**config.mk**
```make
export PLATFORM = sky130hd
export DESIGN_NAME = pe_pkt_source_flat
export DESIGN_NICKNAME = d
export VERILOG_FILES = /design/src/rtl/pe_pkt_source_if.sv /design/src/rtl/pe_pkt_source.sv /design/src/flat_wrapper.sv
export SDC_FILE = /design/constraint.sdc
export NUM_CORES = 1
export LEC_CHECK = 0
export CAP_MARGIN = 20
export CORE_AREA = 2 2 125 66
export DETAILED_ROUTE_END_ITERATION = 8
export DIE_AREA = 0 0 127 68
export PLACE_DENSITY_LB_ADDON = 0.08
export SLEW_MARGIN = 30
export SYNTH_ARGS = -nofsm -noshare
export SYNTH_HDL_FRONTEND = slang
export SYNTH_SLANG_ARGS = --single-unit
export TNS_END_PERCENT = 20
```
**constraint.sdc**
```tcl
create_clock -name clk -period 1.7 [get_ports clk]
set_input_delay 0.34 -clock clk [delete_from_list [all_inputs] [get_ports clk]]
set_output_delay 0.34 -clock clk [all_outputs]
set_load 0.005 [all_outputs]
```
**src/rtl/pe_pkt_source_if.sv**
```systemverilog
// rtl/pe_pkt_source_if.sv - handshake bundle between pe_pkt_source and the NoC/PE side
// Purpose: groups the cfg request, load-packet output and result-packet input channels.
// Ports (signals):
//   cfg_valid/cfg_ready/cfg_addr/cfg_ifmap/cfg_filter  load request channel
//   pkt_out_valid/pkt_out_ready/pkt_out_data           load packet toward the PE
//   pkt_in_valid/pkt_in_ready/pkt_in_data              result packets from the PE
// Modports: master = pe_pkt_source side, slave = requester / PE side.
interface pe_pkt_source_if #(
  parameter int WIDTH   = 39,
  parameter int DEPTH_F = 3,
  parameter int DEPTH_I = 5
);
  logic                   cfg_valid;
  logic                   cfg_ready;
  logic [7:0]             cfg_addr;
  logic [DEPTH_I-1:0]     cfg_ifmap;
  logic [8*DEPTH_F-1:0]   cfg_filter;

  logic                   pkt_out_valid;
  logic                   pkt_out_ready;
  logic [WIDTH-1:0]       pkt_out_data;

  logic                   pkt_in_valid;
  logic                   pkt_in_ready;
  logic [WIDTH-1:0]       pkt_in_data;

  modport master (
    input  cfg_valid, cfg_addr, cfg_ifmap, cfg_filter,
    input  pkt_out_ready, pkt_in_valid, pkt_in_data,
    output cfg_ready, pkt_out_valid, pkt_out_data, pkt_in_ready
  );

  modport slave (
    output cfg_valid, cfg_addr, cfg_ifmap, cfg_filter,
    output pkt_out_ready, pkt_in_valid, pkt_in_data,
    input  cfg_ready, pkt_out_valid, pkt_out_data, pkt_in_ready
  );
endinterface

```
**src/rtl/pe_pkt_source.sv**
```systemverilog
// rtl/pe_pkt_source.sv - NoC-side load packet injector and result packet collector for a PE node
// Purpose: builds one type-01 load packet per cfg request, sends it, then collects DEPTH_F
//   type-10 result packets, checking type/addr/order, and presents each psum with its tag.
// Ports:
//   clk, reset             clock, synchronous active-high reset
//   bus (master modport)   cfg request, load packet out, result packet in
//   psum_valid/data/row/col  one-cycle pulse with the fields of the consumed result
//   busy                   FSM not in IDLE
//   done                   one-cycle pulse at completion or timeout
//   err                    sticky protocol error (cleared by reset only)
//   psum_total             sum of good psums for the current load (only with PE_PKT_PSUM_ACCUM_EN)
// Optional feature macro: PE_PKT_PSUM_ACCUM_EN
module pe_pkt_source #(
  parameter int WIDTH       = 39,
  parameter int DEPTH_F     = 3,
  parameter int DEPTH_I     = 5,
  parameter int TIMEOUT_CYC = 1024
) (
  input  logic            clk,
  input  logic            reset,
  pe_pkt_source_if.master bus,
  output logic            psum_valid,
  output logic [7:0]      psum_data,
  output logic [1:0]      psum_row,
  output logic [1:0]      psum_col,
  output logic            busy,
  output logic            done,
  output logic            err
`ifdef PE_PKT_PSUM_ACCUM_EN
  ,
  output logic [9:0]      psum_total
`endif
);

  localparam int CW = (DEPTH_F > 0) ? $clog2(DEPTH_F + 1) : 1;
  localparam int TW = (TIMEOUT_CYC > 2) ? $clog2(TIMEOUT_CYC) : 1;
  localparam bit TO_EN = (TIMEOUT_CYC != 0);
  localparam logic [TW-1:0] TO_LAST  = TW'(TIMEOUT_CYC - 1);
  localparam logic [CW-1:0] CNT_LAST = CW'(DEPTH_F - 1);

  typedef enum logic [1:0] {
    IDLE     = 2'd0,
    SEND     = 2'd1,
    WAIT_RES = 2'd2
  } state_e;

  state_e           state_q, state_d;
  logic [WIDTH-1:0] pkt_q, pkt_d;
  logic [CW-1:0]    res_cnt_q, res_cnt_d;
  logic [TW-1:0]    timer_q, timer_d;
  logic             psum_valid_q, psum_valid_d;
  logic [7:0]       psum_data_q, psum_data_d;
  logic [1:0]       psum_row_q, psum_row_d;
  logic [1:0]       psum_col_q, psum_col_d;
  logic             done_q, done_d;
  logic             err_q, err_d;
`ifdef PE_PKT_PSUM_ACCUM_EN
  logic [9:0]       total_q, total_d;
`endif

  logic [CW-1:0]    cnt_inc;
  logic             res_good;
  logic             timeout_hit;
  logic             unused_pkt_bits;

  // Result payload bits between the tag and the psum carry nothing for this node.
  assign unused_pkt_bits = ^bus.pkt_in_data[23:8];

  assign cnt_inc = res_cnt_q + CW'(1);

  // Column tag is compared modulo 4 against the next expected result index.
  assign res_good = (bus.pkt_in_data[38:37] == 2'b10) &&
                    (bus.pkt_in_data[36:29] == pkt_q[36:29]) &&
                    !bus.pkt_in_data[28] &&
                    (bus.pkt_in_data[25:24] == 2'(cnt_inc));

  assign timeout_hit = TO_EN && (timer_q == TO_LAST);

  assign bus.cfg_ready     = (state_q == IDLE);
  assign bus.pkt_out_valid = (state_q == SEND);
  assign bus.pkt_out_data  = (state_q == SEND) ? pkt_q : '0;
  assign bus.pkt_in_ready  = (state_q == WAIT_RES);
  assign busy              = (state_q != IDLE);
  assign psum_valid        = psum_valid_q;
  assign psum_data         = psum_data_q;
  assign psum_row          = psum_row_q;
  assign psum_col          = psum_col_q;
  assign done              = done_q;
  assign err               = err_q;
`ifdef PE_PKT_PSUM_ACCUM_EN
  assign psum_total        = total_q;
`endif

  always_ff @(posedge clk) begin
    if (reset) begin
      state_q      <= IDLE;
      pkt_q        <= '0;
      res_cnt_q    <= '0;
      timer_q      <= '0;
      psum_valid_q <= 1'b0;
      psum_data_q  <= '0;
      psum_row_q   <= '0;
      psum_col_q   <= '0;
      done_q       <= 1'b0;
      err_q        <= 1'b0;
`ifdef PE_PKT_PSUM_ACCUM_EN
      total_q      <= '0;
`endif
    end else begin
      state_q      <= state_d;
      pkt_q        <= pkt_d;
      res_cnt_q    <= res_cnt_d;
      timer_q      <= timer_d;
      psum_valid_q <= psum_valid_d;
      psum_data_q  <= psum_data_d;
      psum_row_q   <= psum_row_d;
      psum_col_q   <= psum_col_d;
      done_q       <= done_d;
      err_q        <= err_d;
`ifdef PE_PKT_PSUM_ACCUM_EN
      total_q      <= total_d;
`endif
    end
  end

  always_comb begin
    state_d      = state_q;
    pkt_d        = pkt_q;
    res_cnt_d    = res_cnt_q;
    timer_d      = timer_q;
    psum_valid_d = 1'b0;
    psum_data_d  = psum_data_q;
    psum_row_d   = psum_row_q;
    psum_col_d   = psum_col_q;
    done_d       = 1'b0;
    err_d        = err_q;
`ifdef PE_PKT_PSUM_ACCUM_EN
    total_d      = total_q;
`endif

    unique case (state_q)
      IDLE: begin
        if (bus.cfg_valid) begin
          pkt_d   = {2'b01, bus.cfg_addr, bus.cfg_ifmap, bus.cfg_filter};
          state_d = SEND;
`ifdef PE_PKT_PSUM_ACCUM_EN
          total_d = '0;
`endif
        end
      end

      SEND: begin
        if (bus.pkt_out_ready) begin
          state_d   = WAIT_RES;
          res_cnt_d = '0;
          timer_d   = '0;
        end
      end

      WAIT_RES: begin
        if (bus.pkt_in_valid) begin
          // Every result is consumed and echoed, even a bad one; only good
          // results advance the count toward completion.
          timer_d      = '0;
          psum_valid_d = 1'b1;
          psum_data_d  = bus.pkt_in_data[7:0];
          psum_row_d   = bus.pkt_in_data[27:26];
          psum_col_d   = bus.pkt_in_data[25:24];
          if (res_good) begin
            res_cnt_d = cnt_inc;
`ifdef PE_PKT_PSUM_ACCUM_EN
            total_d   = total_q + 10'(bus.pkt_in_data[7:0]);
`endif
            if (res_cnt_q == CNT_LAST) begin
              done_d  = 1'b1;
              state_d = IDLE;
            end
          end else begin
            err_d = 1'b1;
          end
        end else if (timeout_hit) begin
          err_d   = 1'b1;
          done_d  = 1'b1;
          state_d = IDLE;
        end else begin
          timer_d = timer_q + TW'(1);
        end
      end

      default: state_d = IDLE;
    endcase
  end

endmodule

```
**src/flat_wrapper.sv**
```systemverilog
// flat-port wrapper written by rule: the top's interface ports become plain ports
module pe_pkt_source_flat 
#(
  parameter int WIDTH       = 39,
  parameter int DEPTH_F     = 3,
  parameter int DEPTH_I     = 5,
  parameter int TIMEOUT_CYC = 1024
)
  (clk, reset, psum_valid, psum_data, psum_row, psum_col, busy, done, err, bus_cfg_valid, bus_cfg_addr, bus_cfg_ifmap, bus_cfg_filter, bus_pkt_out_ready, bus_pkt_in_valid, bus_pkt_in_data, bus_cfg_ready, bus_pkt_out_valid, bus_pkt_out_data, bus_pkt_in_ready);
  pe_pkt_source_if #(.WIDTH(WIDTH), .DEPTH_F(DEPTH_F), .DEPTH_I(DEPTH_I)) bus_i ();
  input  logic clk;
  input  logic reset;
  output logic psum_valid;
  output logic [7:0] psum_data;
  output logic [1:0] psum_row;
  output logic [1:0] psum_col;
  output logic busy;
  output logic done;
  output logic err;
  input wire logic [$bits(bus_i.cfg_valid)-1:0] bus_cfg_valid;
  input wire logic [$bits(bus_i.cfg_addr)-1:0] bus_cfg_addr;
  input wire logic [$bits(bus_i.cfg_ifmap)-1:0] bus_cfg_ifmap;
  input wire logic [$bits(bus_i.cfg_filter)-1:0] bus_cfg_filter;
  input wire logic [$bits(bus_i.pkt_out_ready)-1:0] bus_pkt_out_ready;
  input wire logic [$bits(bus_i.pkt_in_valid)-1:0] bus_pkt_in_valid;
  input wire logic [$bits(bus_i.pkt_in_data)-1:0] bus_pkt_in_data;
  output wire logic [$bits(bus_i.cfg_ready)-1:0] bus_cfg_ready;
  output wire logic [$bits(bus_i.pkt_out_valid)-1:0] bus_pkt_out_valid;
  output wire logic [$bits(bus_i.pkt_out_data)-1:0] bus_pkt_out_data;
  output wire logic [$bits(bus_i.pkt_in_ready)-1:0] bus_pkt_in_ready;
  assign bus_i.cfg_valid = bus_cfg_valid;
  assign bus_i.cfg_addr = bus_cfg_addr;
  assign bus_i.cfg_ifmap = bus_cfg_ifmap;
  assign bus_i.cfg_filter = bus_cfg_filter;
  assign bus_i.pkt_out_ready = bus_pkt_out_ready;
  assign bus_i.pkt_in_valid = bus_pkt_in_valid;
  assign bus_i.pkt_in_data = bus_pkt_in_data;
  assign bus_cfg_ready = bus_i.cfg_ready;
  assign bus_pkt_out_valid = bus_i.pkt_out_valid;
  assign bus_pkt_out_data = bus_i.pkt_out_data;
  assign bus_pkt_in_ready = bus_i.pkt_in_ready;
  pe_pkt_source #(.WIDTH(WIDTH), .DEPTH_F(DEPTH_F), .DEPTH_I(DEPTH_I), .TIMEOUT_CYC(TIMEOUT_CYC)) u_core (.clk(clk), .reset(reset), .bus(bus_i), .psum_valid(psum_valid), .psum_data(psum_data), .psum_row(psum_row), .psum_col(psum_col), .busy(busy), .done(done), .err(err));
endmodule
```
; ---- Word level (Yosys, flattened, before mapping)
; Index checks and enable logic that the tools add are counted.
[classes]
add_sub_neg = 2
n_eq_ne = 16
n_mux = 24
bitwise = 1
reduce_logical = 15
[ops]
columns = cell, n
row1 = 2-to-1 mux 38 bit, 1
row2 = 2-to-1 mux 10 bit, 3
row3 = case mux 10 bit (2 select lines), 1
row4 = 2-to-1 mux 2 bit, 9
row5 = "adder 10 x 1 -> 10 bit, second input constant", 1
row6 = "equality test 10 bit, second input constant", 1
row7 = "!= test 3 x 2 -> 1 bit, second input constant", 3
row8 = equality test 8 bit, 1
row9 = 2-to-1 mux 1 bit, 8
row10 = "!= test 2 bit, second input constant", 4
row11 = "equality test 2 bit, second input constant", 3
row12 = case mux 2 bit (3 select lines), 1
row13 = AND reduction 3 bit, 2
row14 = nonzero test 2 bit, 3
row15 = AND reduction 5 bit, 1
row16 = case mux 2 bit (2 select lines), 1
row17 = AND reduction 2 bit, 2
row18 = AND reduction 4 bit, 1
row19 = logical AND 1 bit, 3
row20 = "!= test 3 bit, second input constant", 1
row21 = "adder 2 x 1 -> 2 bit, second input constant", 1
row22 = "equality test 2 x 1 -> 1 bit, second input constant", 1
row23 = equality test 2 bit, 1
row24 = logical NOT 2 bit, 1
row25 = 4 further kinds, 4
[word_totals]
regBits = 67
out_inout_bits = 58
wordCells = 68

; ---- Longest topological paths before layout
[depth]
ltp_word = 7
depth_mapped = 7

; ---- Least setup slack after synthesis
; No wires, ideal clock.
[synth_path]
kind = register -> register
start = register u_core.res_cnt_q[0]
end = register u_core.res_cnt_q[1]
t_arrival_ns = 1.444
t_required_ns = 1.574
slack_ns = 0.130
path_stages_with_launch = 8
n_path_buf = 0
synth_period_minus_slack_ns = 1.570
path_cell_list = dfxtp_1 inv_1 ha_1 xor2_1 nand4_1 nor3_1 nand3b_1 o211ai_1
[synth_between]
elab_chain_cells = 5
word_cells_on_any_way = 8
classes_between = add/sub: 1 / eq/ne: 2 / mux: 3 / reduce/logical: 2
[synth_rtl]
columns = item, line_no
row1 = from (decl), pe_pkt_source.sv:49  ; logic [CW-1:0] res_cnt_q, res_cnt_d;
row2 = from (signal assigned), pe_pkt_source.sv:112  ; res_cnt_q <= res_cnt_d;
row3 = adder 2 x 1 -> 2 bit (*), pe_pkt_source.sv:69  ; assign cnt_inc = res_cnt_q + CW'(1);
row4 = equality test 2 bit, pe_pkt_source.sv:75  ; (bus.pkt_in_data[25:24] == 2'(cnt_inc));
row5 = logical AND 1 bit, pe_pkt_source.sv:74  ; !bus.pkt_in_data[28] &&
row6 = != test 2 x 1 -> 1 bit (no line), -
row7 = AND reduction 4 bit (no line), -
; Mark *: on every way between the ends. The rest lies on a longest branch, timed or not. The select of a mux whose other input is x is not followed.
; A chain may end at the register's enable or synchronous reset.

; ---- Worst setup path after layout
[layout_path]
start = register u_core.state_q[0]
end = output bus_pkt_out_valid
[layout_between]
elab_chain_cells = 1
[layout_rtl]
columns = item, line_no
row1 = from (decl), pe_pkt_source.sv:47  ; state_e state_q, state_d;
row2 = from (signal assigned), pe_pkt_source.sv:110  ; state_q <= state_d;
row3 = equality test 2 x 1 -> 1 bit, pe_pkt_source.sv:80  ; assign bus.pkt_out_valid = (state_q == SEND);
row4 = to (decl), flat_wrapper.sv:28  ; output wire logic [$bits(bus_i.pkt_out_valid)-1:0] bus_pkt_out_valid;
; No other way between the ends.

==> flow_results.xml <==
<?xml version="1.0" encoding="UTF-8"?>
<metrics>
  <group name="clocking">
    <metric name="htree_levels" unit="">3</metric>
    <metric name="tritoncts" unit="">done</metric>
    <metric name="cts_root_buf" unit="">sky130_fd_sc_hd__clkbuf_16</metric>
    <metric name="tritoncts.num_buffers" unit="">9</metric>
    <metric name="cts_num_sinks" unit="">67</metric>
    <metric name="clock_path_buffers" unit="">2</metric>
    <metric name="clk-insertion-delay-late" unit="ns">0.33</metric>
    <metric name="clock_transition_at_the_registers_of_the_reported_paths" unit="ns">0.05</metric>
    <metric name="cts_hold_buf" unit="">0</metric>
  </group>
  <group name="floorplanning">
    <metric name="die_area" unit="um2">8636</metric>
    <metric name="floorplan.initialDensity" unit="">0.3882</metric>
    <metric name="num_rows" unit="">23</metric>
    <metric name="placeableCoreArea" unit="um2">7655</metric>
    <metric name="pin_count" unit="">139</metric>
    <metric name="horizontal_die_dimension" unit="um">127</metric>
    <metric name="floorplan.die.height" unit="um">68</metric>
  </group>
  <group name="detailed_routing">
    <metric name="post_drt_wl_per_cell" unit="um">15.26</metric>
    <metric name="drt-total-wl" unit="um">9446</metric>
    <metric name="ant_nets" unit="">0</metric>
    <metric name="detailroute.via_count" unit="">2985</metric>
    <metric name="initialDrtViolationCount" unit="">124</metric>
    <metric name="detail_route.drc_violations" unit="">0</metric>
    <metric name="drt-vias-per-instance" unit="">4.822</metric>
    <metric name="drtPass1Iterations" unit="">4</metric>
  </group>
  <group name="layout">
    <metric name="final_cell_count_no_fill" unit="">619</metric>
    <metric name="growth_of_design_area_from_synthesis_to_finish" unit="%">62.57</metric>
    <metric name="final_nets" unit="">597</metric>
    <metric name="ant_diodes" unit="">0</metric>
    <metric name="post_route_cells_drive_above_1_share" unit="">0.2428</metric>
    <metric name="final_design_area_no_fill" unit="um2">4831</metric>
  </group>
  <group name="setup_path">
    <metric name="worst-setup-path-type" unit="">reg2out</metric>
    <metric name="timing.critical_path.from_type" unit="">flip-flop</metric>
    <metric name="cp_max_fo" unit="">10</metric>
    <metric name="timing.critical_path.to_type" unit="">output pin</metric>
    <metric name="worst_ep_required_time" unit="ns">1.36</metric>
    <metric name="worstPathArrival" unit="ns">1.37</metric>
  </group>
  <group name="grt">
    <metric name="grt_start_max_net_pins" unit="">39</metric>
    <metric name="grt_util_all_layers" unit="">0.2243</metric>
    <metric name="gr-total-overflow" unit="">0</metric>
    <metric name="grt_pass1_wl" unit="um">14570</metric>
    <metric name="first_global_vias" unit="">2926</metric>
    <metric name="grt_antenna_before_repair" unit="">0</metric>
  </group>
  <group name="synthesis">
    <metric name="synth_top_area_frac" unit="">0.4514</metric>
    <metric name="synth_cells" unit="">374</metric>
    <metric name="yosysUniqueCellTypes" unit="">42</metric>
    <metric name="avgSynthCellArea" unit="um2">7.945</metric>
    <metric name="synth_top_flop_cell" unit="">sky130_fd_sc_hd__dfxtp_1</metric>
    <metric name="synth_enable_flop_cells" unit="">0</metric>
    <metric name="syn-num-nets" unit="">457</metric>
    <metric name="synth.cells.most_frequent" unit="">105 x sky130_fd_sc_hd__nand2_1, 67 x sky130_fd_sc_hd__dfxtp_1, 55 x sky130_fd_sc_hd__a21oi_1, 41 x sky130_fd_sc_hd__and2_1, 15 x sky130_fd_sc_hd__clkbuf_1</metric>
    <metric name="seq_area_frac_synth" unit="">0.4514</metric>
    <metric name="ys_warn_count" unit="">0</metric>
    <metric name="postSynthRegisterBits" unit="">67</metric>
    <metric name="synthMostInstantiatedCell" unit="">sky130_fd_sc_hd__nand2_1</metric>
    <metric name="postSynth.asyncResetShare" unit="">0</metric>
    <metric name="synthDominantAreaCellType" unit="">sky130_fd_sc_hd__dfxtp_1</metric>
    <metric name="netlist_top_cells_area" unit="">sky130_fd_sc_hd__dfxtp_1 45%, sky130_fd_sc_hd__nand2_1 13%, sky130_fd_sc_hd__a21oi_1 9.3%</metric>
    <metric name="netlist_area" unit="um2">2972</metric>
  </group>
  <group name="sta">
    <metric name="count_of_final_max_slew_check_failures" unit="">0</metric>
    <metric name="hold_viol_final" unit="">0</metric>
    <metric name="post-route-period-util" unit="">1.005</metric>
    <metric name="rsz0062_at_grt" unit="">yes</metric>
    <metric name="hold_ws" unit="ns">0.3392</metric>
    <metric name="clock_skew" unit="ns">0.003745</metric>
    <metric name="min_period" unit="ns">1.708</metric>
    <metric name="final-setup-viol-count" unit="">3</metric>
    <metric name="setup_slack" unit="ns">-0.007754</metric>
    <metric name="fmaxAchievable" unit="GHz">0.5856</metric>
    <metric name="setup_total_neg_slack" unit="ns">-0.01235</metric>
  </group>
  <group name="worst_hold_path">
    <metric name="hp-class" unit="">in2reg</metric>
  </group>
  <group name="outcome">
    <metric name="outcome" unit="">finished with violations</metric>
    <metric name="failed_checks" unit="">setup timing</metric>
  </group>
  <group name="job">
    <metric name="drv_cap" unit="">0</metric>
  </group>
  <group name="power">
    <metric name="power_density" unit="nW/um2">855.3</metric>
    <metric name="total_power" unit="mW">4.132</metric>
    <metric name="leakagePower" unit="nW">1.920</metric>
    <metric name="max-vdd-ir-drop" unit="V">0.0004385</metric>
  </group>
  <group name="placed_design">
    <metric name="gp_routability_congestion" unit="">0.8108</metric>
    <metric name="dp.final_hpwl" unit="um">6338</metric>
    <metric name="placed_cell_area" unit="um2">4383</metric>
    <metric name="numPortBuffers" unit="">121</metric>
    <metric name="placedCellCount" unit="">592</metric>
  </group>
</metrics>
-- cell families (layout without fill, tap and decap cells) --
logic type	Yosys count	count (layout)	share of synthesized area
xor gates and xnor gates	18	18	0.05305
DFF	67	67	0.4514
and+or+nand+nor	185	185	0.2947
AOI/OAI and AO/OA	74	74	0.1486
other	1	1	0.001262
adders and majority gates	2	2	0.008420
buffers and inverters	27	172	0.04252
-- critical path, stage by stage (launching register included) --
cell and delay (ns):
sky130_fd_sc_hd__dfxtp_2 0.32, sky130_fd_sc_hd__nor2b_4 0.19, sky130_fd_sc_hd__buf_6 0.15, sky130_fd_sc_hd__buf_12 0.13
sky130_fd_sc_hd__dlygate4sd2_1 0.24
-- cell usage in the layout, fill, tap and decap left out, types with 3 or more instances in the layout --
cell type / instances
sky130_fd_sc_hd__o211ai_1: 3
sky130_fd_sc_hd__clkbuf_16: 10
sky130_fd_sc_hd__o2111ai_2: 3
sky130_fd_sc_hd__buf_4: 18
sky130_fd_sc_hd__xor2_1: 7
sky130_fd_sc_hd__buf_6: 17
sky130_fd_sc_hd__nand3_1: 3
sky130_fd_sc_hd__buf_2: 25
sky130_fd_sc_hd__a21oi_1: 55
sky130_fd_sc_hd__and2_4: 14
sky130_fd_sc_hd__dfxtp_1: 64
sky130_fd_sc_hd__clkbuf_8: 4
sky130_fd_sc_hd__clkdlybuf4s15_2: 3
sky130_fd_sc_hd__nand2_1: 105
sky130_fd_sc_hd__and2_1: 29
sky130_fd_sc_hd__nand4_1: 5
sky130_fd_sc_hd__nor2_1: 10
sky130_fd_sc_hd__buf_12: 4
sky130_fd_sc_hd__dfxtp_2: 3
sky130_fd_sc_hd__dlygate4sd2_1: 4
sky130_fd_sc_hd__clkdlybuf4s50_1: 78
sky130_fd_sc_hd__xnor2_1: 10
sky130_fd_sc_hd__nor2_2: 3
sky130_fd_sc_hd__a211oi_1: 3
-- timing repair --
action,CTS,global route
resized for setup,153,55
cloned,3,1
endpoints found under the setup margin,45,52
pin swaps,9,14
buffers inserted,6,4
-- metal layers --
| layer | wire (um) | GRT usage | share of wire | up-vias |
|---|---|---|---|---|
| met2 | 3966 | 0.3427 | 0.42 | 99 |
| met1 | 4440 | 0.2775 | 0.47 | 1358 |
| met4 | 174 | 0.09341 | 0.018 | 0 |
| met3 | 865 | 0.1032 | 0.092 | 16 |
| met5 | 0 | 0 | 0 | - |
| li1 | - | - | - | 1512 |
-- cell type report --
type	instances	area [um2]
Clock buffer	15	287.8
Clock inverter	1	5.005
Fill cell	695	2824
Inverter	3	16.27
Multi-Input combinational cell	280	1620
Sequential cell	67	1345
Tap cell	100	125.1
Timing Repair Buffer	153	1431
-- worst paths after layout --
kind | from | endpoint | slack (ns) | depth (start not counted)
max | u_core.state_q[0] | bus_pkt_out_valid | -0.008 | 4
min | reset | u_core.timer_q[5] | 0.34 | 3
max reg2reg | u_core.state_q[0] | u_core.timer_q[7] | 0.01 | 8
min reg2reg | u_core.pkt_q[17] | u_core.pkt_q[17] | 0.45 | 2
-- power breakdown --
group / internal, mW / leakage, nW / switching, mW
combinational: 0.366 / 1.23 / 0.289
clock: 1.14 / 0.146 / 0.643
sequential: 1.65 / 0.548 / 0.0427
-- through the flow --
stage / utilization / worst slack [ns]
3_3_place_gp: 0.5726 / -0.2171
3_5_place_dp: 0.5726 / -0.2765
6_report: 0.6311 / -0.007754
2_1_floorplan: - / 0.1301
4_1_cts: 0.6241 / -0.1367
5_1_grt: 0.6311 / -0.1106
-- sequential cells by signal (all words and copies together), names as in the netlist --
signal             count
u_core.res_cnt_q       2
u_core.psum_valid      1
u_core.state_q         2
u_core.timer_q        10
u_core.done            1
u_core.err             1
u_core.psum_row        2
u_core.psum_data       8
u_core.pkt_q          38
u_core.psum_col        2
No activity file was read; power rests on OpenSTA's default activity.
==> variant: new RTL, same settings <==
Register the output `err` once more, with the module's reset; this adds one clock of latency there. The other outputs are not delayed to match.
--- a/src/rtl/pe_pkt_source.sv
+++ b/src/rtl/pe_pkt_source.sv
@@ -86,7 +86,13 @@
   assign psum_row          = psum_row_q;
   assign psum_col          = psum_col_q;
   assign done              = done_q;
-  assign err               = err_q;
+  always_ff @(posedge clk) begin
+    if (reset) begin
+      err <= '0;
+    end else begin
+      err <= err_q;
+    end
+  end
 `ifdef PE_PKT_PSUM_ACCUM_EN
   assign psum_total        = total_q;
 `endif
Check against the original RTL: not equivalent (Yosys sat finds a counterexample within 4 cycles, from zero or initial values and one cycle with reset high).
==> variant against the unedited design <==
- the run still ends with negative setup slack left
- global-route usage decreased by 1.6 points
- setup slack got worse by 0.11 ns
- count of clock-buffer cells in the layout decreased by 5
- die area unchanged
- power about the same
- routed wire length decreased by 5.2%
- sequential cell count increased by 1
- area after synthesis increased by 0.63%
- design area increased by 0.23%
- critical path type unchanged
==> variant: results (changes against the unedited design) <==
Setup TNS -> -1.77 ns (-1.76 ns)
Number of distinct library cells after synthesis -> 41 (-2.4%)
Synth area leaders -> dfxtp_1 (46%), nand2_1 (13%), a21oi_1 (9.5%)
First-pass GRT wire length -> 13600 um (-6.5%)
Finished Layout Cells -> 622 (+0.48%)
R2R Path End -> u_core.res_cnt_q[0]
Post-Route M1 WL -> 4390 um (-1.2%)
Hold depth -> 2 (-1)
Initial DRC Count -> 133 (+7.3%)
Hold WS -> 0.262 ns (-0.0777 ns)
Gr usage total -> 20.8% (-1.6 points)
Synth async-reset ratio -> 0% (unchanged)
WL met2 -> 3650 um (-8.0%)
Nets -> 600 (+0.50%)
Syn Area/Cell -> 7.97 sq um (+0.36%)
Clk network pwr share -> 43.4% (+0.2 points)
CTS resizes -> 80 (-48%)
Final worst slack -> -0.122 ns (-0.115 ns)
GRT met1 Usage -> 28.3% (+0.57 points)
Clock Path Buffers -> 2 (unchanged)
Reg2Reg Setup Slack -> 0.03 ns (+0.02 ns)
Final GP Congestion -> 0.844 (+4.1%)
Failing checks -> negative setup slack
Syn_nets -> 458 (+0.22%)
Avg WL per Cell -> 14.4 um (-5.7%)
Combinational power share -> 15.3% (-0.6 points)
Sequential area share after synthesis -> 45.5% (+0.39 points)
DP Worst Slack -> -0.412 ns (-0.136 ns)
CP max FO -> 12 (+2)
Layout cell share with drive strength beyond 1 -> 17.4% (-6.8 points)
Detailed placement HPWL -> 6220 um (-1.9%)
Static leakage -> 1.99 nW (+3.8%)
Endpoint, Worst Hold -> u_core.state_q[0]
Vias in the first global route -> 2750 (-6.0%)
Via density -> 4.79 (-0.65%)
Clock Skews -> 0.00420 ns (+0.000451 ns)
Final setup vio count -> 26 (+23)
WL met3 -> 849 um (-1.8%)
Post-Place Cell Area -> 4450 sq um (+1.5%)
Maximum VDD drop -> 0.517 mV (+18%)
Post-CTS Setup Bufs -> 0 (-6)
Port Buf Inserts -> 121 (unchanged)
Outcome -> complete, but fails checks
Switching Fraction -> 24.0% (+0.44 points)
Root buf cell -> clkbuf_16
Grt met2 use -> 30.4% (-3.8 points)
Worst path arrival time -> 1.48 ns (+0.11 ns)
Drt pass-1 iters -> 5 (+1)
M3 GR Usage -> 7.74% (-2.6 points)
-- variant: cell count changes after synthesis, moves of 3 or more --
cell	unedited run	this run
a31oi_1	0	3
xnor2_1	10	5
o211ai_1	3	0
nor2_1	13	16
xor2_1	8	13
o2111ai_1	3	0
-- variant: worst max path at each step --
| stage | start | endpoint | slack [ns] | cells after the start |
|---|---|---|---|---|
| 6_report | u_core.state_q[0] | bus_pkt_out_data[5] | -0.12 | 6 |
| 2_1_floorplan | u_core.res_cnt_q[0] | u_core.res_cnt_q[0] | 0.03 | 7 |
| 3_5_place_dp | bus_pkt_in_data[38] | u_core.res_cnt_q[0] | -0.41 | 6 |
| 5_1_grt | u_core.state_q[0] | bus_pkt_out_data[5] | -0.20 | 6 |
| 4_1_cts | u_core.state_q[0] | bus_pkt_out_data[33] | -0.31 | 5 |
| 3_3_place_gp | bus_pkt_in_data[38] | u_core.err_q | -0.39 | 6 |
-- variant: cells by family (layout without fill, tap and decap cells) --
logic type                 after synthesis  after routing  share of synthesized area, %
and+or+nand+nor                        189            189                          30.8
AOI/OAI and AO/OA                       68             68                          12.3
DFF                                     68             68                          45.5
buffers and inverters                   27            174                          4.27
xor gates and xnor gates                19             19                          5.82
adders and majority gates                2              2                         0.837
other                                    1              1                         0.125
muxes                                    1              1                         0.335
-- variant: layout make-up --
cell class,count,area (sq um)
multi-input combinational,280,1580
tap,100,125
clock buffer,10,229
timing repair buffer,154,1470
fill,694,2810
clock inverter,6,55.1
sequential,68,1370
inverter,4,15.0
-- variant: worst register-to-register path: stages, from the launching register on --
cell and delay, ns:
dfxtp_2 0.33, inv_2 0.04, ha_4 0.24, xnor2_2 0.14
nor4_4 0.21, buf_4 0.16, a31oi_1 0.09, o21ai_0 0.25
a21oi_2 0.08
